File: src/rtl/serial_twos_comp_rx.sv
// Serial two's-complement receiver: takes an LSB-first word, copies bits up to
// and including the first 1, inverts the rest, and presents the parallel result.
module serial_twos_comp_rx #(
  parameter int unsigned WIDTH = 8,
  parameter int unsigned CNT_W = 4
) (
  input  logic             Clock,
  input  logic             reset,
  input  logic             start,
  input  logic             shift_control,
  input  logic             serial_in,
  output logic [WIDTH-1:0] data_out,
  output logic             done,
  output logic             busy
);

  typedef enum logic [1:0] {
    IDLE,
    RECV,
    DONE
  } state_t;

  state_t           state, state_nxt;
  logic [WIDTH-1:0] sr, sr_nxt;
  logic [CNT_W-1:0] cnt;
  logic             seen_one;
  logic             o_bit;
  logic             last_bit;

  always_comb begin
    o_bit    = seen_one ? ~serial_in : serial_in;
    sr_nxt   = {o_bit, sr[WIDTH-1:1]};
    last_bit = shift_control && (cnt == CNT_W'(WIDTH - 1));
  end

  always_ff @(posedge Clock) begin
    if (reset) state <= IDLE;
    else       state <= state_nxt;
  end

  always_comb begin
    state_nxt = state;
    case (state)
      IDLE:    if (start) state_nxt = RECV;
      RECV:    if (last_bit) state_nxt = DONE;
      DONE:    state_nxt = IDLE;
      default: state_nxt = IDLE;
    endcase
  end

  always_comb begin
    busy = (state == RECV);
    done = (state == DONE);
  end

  // Counter parks at WIDTH-1 on the final bit so it never wraps.
  always_ff @(posedge Clock) begin
    if (reset) begin
      sr       <= '0;
      cnt      <= '0;
      seen_one <= 1'b0;
      data_out <= '0;
    end else begin
      case (state)
        IDLE: begin
          if (start) begin
            sr       <= '0;
            cnt      <= '0;
            seen_one <= 1'b0;
          end
        end
        RECV: begin
          if (shift_control) begin
            sr       <= sr_nxt;
            seen_one <= seen_one | serial_in;
            if (last_bit) data_out <= sr_nxt;
            else          cnt      <= cnt + CNT_W'(1);
          end
        end
        default: ;
      endcase
    end
  end

endmodule

File: config.mk
export PLATFORM = sky130hd
export DESIGN_NAME = serial_twos_comp_rx
export DESIGN_NICKNAME = d
export VERILOG_FILES = /design/src/rtl/serial_twos_comp_rx.sv
export SDC_FILE = /design/constraint.sdc
export NUM_CORES = 1
export LEC_CHECK = 0
export ABC_AREA = 0
export CAP_MARGIN = 0
export CORE_MARGIN = 1.5
export CORE_UTILIZATION = 55
export DETAILED_ROUTE_END_ITERATION = 10
export GPL_TIMING_DRIVEN = 1
export HOLD_SLACK_MARGIN = 0.15
export PLACE_DENSITY_LB_ADDON = 0.3
export REMOVE_ABC_BUFFERS = 1
export SLEW_MARGIN = 25
export SYNTH_ARGS = -nofsm -noshare
export SYNTH_HDL_FRONTEND = slang
export SYNTH_SLANG_ARGS = --single-unit
File: constraint.sdc
create_clock -name Clock -period 3.15 [get_ports Clock]
set_clock_uncertainty 0.2 [all_clocks]
set_input_delay 0.63 -clock Clock [delete_from_list [all_inputs] [get_ports Clock]]
set_output_delay 0.63 -clock Clock [all_outputs]
set_load 0.005 [all_outputs]
==> results.sh <==
export IMPL_hold_class="flop to flop"
export IMPL_rows=15
export IMPL_postCtsSetupBuffers=0
export IMPL_dr_wl_met2_um=938
export IMPL_worst_slack_ps=439.7
export IMPL_synthTopCellsByArea="dfxtp_1 45%, a21oi_1 8.2%, o21ai_0 8.2%"
export IMPL_slowest_stage="clkdlybuf4s50_1"
export IMPL_viasPerCell=6.232
export IMPL_vias=860
export IMPL_maxUsedRoutingLayer="met4"
export IMPL_status="complete, no violations"
export IMPL_powerDensity_nw_per_um2=416.4
export IMPL_worst_r2r_path_depth=4
export IMPL_cts_tree="built"
export IMPL_fin_nets=129
export IMPL_critPathLaunchType="flop"
export IMPL_gp_congestion=0.7938
export IMPL_slew_violations=0
export IMPL_grt_pass1_wl_mm=3.408
export IMPL_cts_buffers=3
export IMPL_synth_top_area_share_pct=45.30
export IMPL_internal_power_uw=367.0
export IMPL_cp_num_buf_inv=2
export IMPL_yosys_area_top_type="dfxtp_1"
export IMPL_grt_pass1_vias=770
export IMPL_clock_latency_ps=300
export IMPL_arrival_ps=1880
export IMPL_antenna_cells=0
export IMPL_grt_ovfl_total=0
export IMPL_hpwl_mm=1.340
export IMPL_antenna_found_initial=0
export IMPL_cpPeakStageDelay_ps=570
export IMPL_drv_cap=0
export IMPL_cts_resized=0
export IMPL_netSwitchingFraction_pct=23.11
export IMPL_setup_viol_count_final=0
export IMPL_clkPwrFrac_pct=32.1
export IMPL_grtUsageTotal_pct=22.86
export IMPL_die_h_um=45.04
export IMPL_worstHoldPathCells=2
export IMPL_total_power_uw=477.3
export IMPL_final_layout_size_suffix_gt1_share_pct=8.264
export IMPL_ant_nets=0
export IMPL_switchingPower_uw=110.3
export IMPL_grt_setup_unrepaired="no"
export IMPL_yosys_cell_types_count=26
export IMPL_cts_hold_buf=0
export IMPL_root_buffer="clkbuf_4"
export IMPL_syn_avg_cell_area_um2=8.838
export IMPL_crit_fanout=13
export IMPL_drc=0
export IMPL_fin_util_pct=67.85
export IMPL_min_from="sr[1]"
export IMPL_min_to="data_out[0]"
export IMPL_cts_sinks=22
export IMPL_setup_tns_ps=0
export IMPL_worstSetupEndpointType="output pin"
export IMPL_area_growth_pct=17.89
export IMPL_synthCells=110
export IMPL_dieArea_um2=2029
export IMPL_grt_max_degree=23
export IMPL_ir_worst_vdd_uv=445.0
export IMPL_drt_iter0_drc=15
export IMPL_crit_start="state[1]"
export IMPL_cp_cell_sequence="nand2b_1 -> inv_1 -> clkdlybuf4s50_1"
export IMPL_placedCellCount=134
export IMPL_clockBufferDepth=2
export IMPL_fp_coreArea_um2=1689
export IMPL_r2r_start="state[0]"
export IMPL_post_place_ws_ps=478.4
export IMPL_tightestPinTransition_ps=890.9
export IMPL_cts_htree_levels=1
export IMPL_seq_power_share_pct=59.3
export IMPL_clkTransAtPathRegs_ps=120
export IMPL_ys_ff_latch=22
export IMPL_fmax_mhz=369.0
export IMPL_fin_cells=138
export IMPL_finalCritPeriodShare_pct=86.04
export IMPL_drt_wl_total_mm=1.972
export IMPL_max_slew_margin_pct=38.91
export IMPL_worstPathRequired_ps=2320
export IMPL_p_comb_share_pct=8.6
export IMPL_syn_area_um2=972.2
export IMPL_die_x_um=45.04
export IMPL_fin_crit_ps=2710
export IMPL_avgRoutedWirePerCell_um=14.29
export IMPL_yosysSeqAreaShare_pct=45.30
export IMPL_reg2reg_to="cnt[2]"
export IMPL_portBuffers=14
export IMPL_wl_met3_um=120
export IMPL_drt_met1_wl_um=894
export IMPL_initial_core_util_pct=57.56
export IMPL_reg2reg_slack_ps=1130
export IMPL_critPathTopFamily="buffers and inverters"
export IMPL_hold_viol=0
export IMPL_synth_warnings=0
export IMPL_static_leakage_power_nw=0.3858
export IMPL_critPathKind="flop to output pin"
export IMPL_drt_first_pass_iters=4
export IMPL_ios=15
## registers in the layout, indices dropped and copies added, names as in the netlist
name,cells
seen_one,1
cnt,4
data_out,8
state,2
sr,7
## worst max path at each step
stage | endpoint | slack (ps) | cells after the start
2_1_floorplan | busy | 1290 | 2
3_3_place_gp | cnt[2] | 550 | 4
3_5_place_dp | cnt[2] | 480 | 4
4_1_cts | busy | 430 | 3
5_1_grt | busy | 280 | 3
6_report | busy | 440 | 3
## stage by stage
stage	area [µm²]	hold WS [ps]
floorplan	925.9	234.0
global placement	1110	253.9
detailed placement	1110	259.3
CTS	1146	276.6
global route	1146	309.2
finish	1146	277.6
## power groups by stage
stage / Sequential [mW] / Clock (mW) / Combinational, mW
6_report: 0.283 / 0.153 / 0.0409
2_1_floorplan: 0.291 / 0 / 0.0177
3_3_place_gp: 0.289 / 0 / 0.0392
4_1_cts: 0.283 / 0.158 / 0.0402
5_1_grt: 0.284 / 0.170 / 0.0455
3_5_place_dp: 0.289 / 0 / 0.0399
## Yosys cell counts
master / count
and4b_4: 1
nand2_1: 3
buf_6: 1
a21oi_1: 16
nor2b_1: 1
o221a_2: 1
nand2b_1: 1
ha_1: 2
a211oi_1: 2
dfxtp_1: 22
and4_1: 1
or2_2: 1
mux2i_1: 3
buf_2: 1
clkbuf_1: 8
nor2_1: 1
inv_1: 4
or4_1: 2
or3_1: 1
nand3_1: 10
nand4b_1: 8
a2111oi_0: 1
nor3b_1: 1
o21ai_0: 16
o32ai_1: 1
a31oi_1: 1
## layout make-up
type,count,area [µm²]
Inverter,4,15.01
Timing Repair Buffer,17,162.7
Fill cell,133,543.0
Clock buffer,4,36.28
Multi-Input combinational cell,74,470.5
Sequential cell,22,440.4
Tap cell,17,21.27
## layer usage
metal  vias to the layer above  track usage [%]
met5                         -                0
met4                         0            5.882
met3                         4            7.200
met2                        29            35.43
met1                       394            30.90
li1                        433                -
## cells by family (layout without fill, tap and decap cells)
group	after synthesis	after routing	synth area share (%)
mux	3	3	3.089
compound gates	38	38	21.62
buf+inv	14	25	6.305
flops	22	22	45.30
fa+ha+maj	2	2	2.574
simple gates	31	31	21.11
## cells in the final DEF, fill, tap and decap left out
cell type and n:
nor2_1 1, dfxtp_1 22, ha_1 2, nand4b_1 8, nor2b_1 1, nor3b_1 1
a31oi_1 1, mux2i_1 3, nand2_1 3, inv_1 4, or3_1 1, and4_1 1
o21ai_0 16, o221a_2 1, and4b_4 1, or4_1 2, clkbuf_4 3, clkdlybuf4s50_1 14
or2_2 1, nand2b_1 1, a2111oi_0 1, o32ai_1 1, a21oi_1 16, clkbuf_8 1
a211oi_1 2, buf_4 3, nand3_1 10
## tightest hold or removal path, stage by stage, from the launching register on
cell and delay (ps):
dfxtp_1 330, nand3_1 60, a21oi_1 50
(Power assumes the default switching activity.)
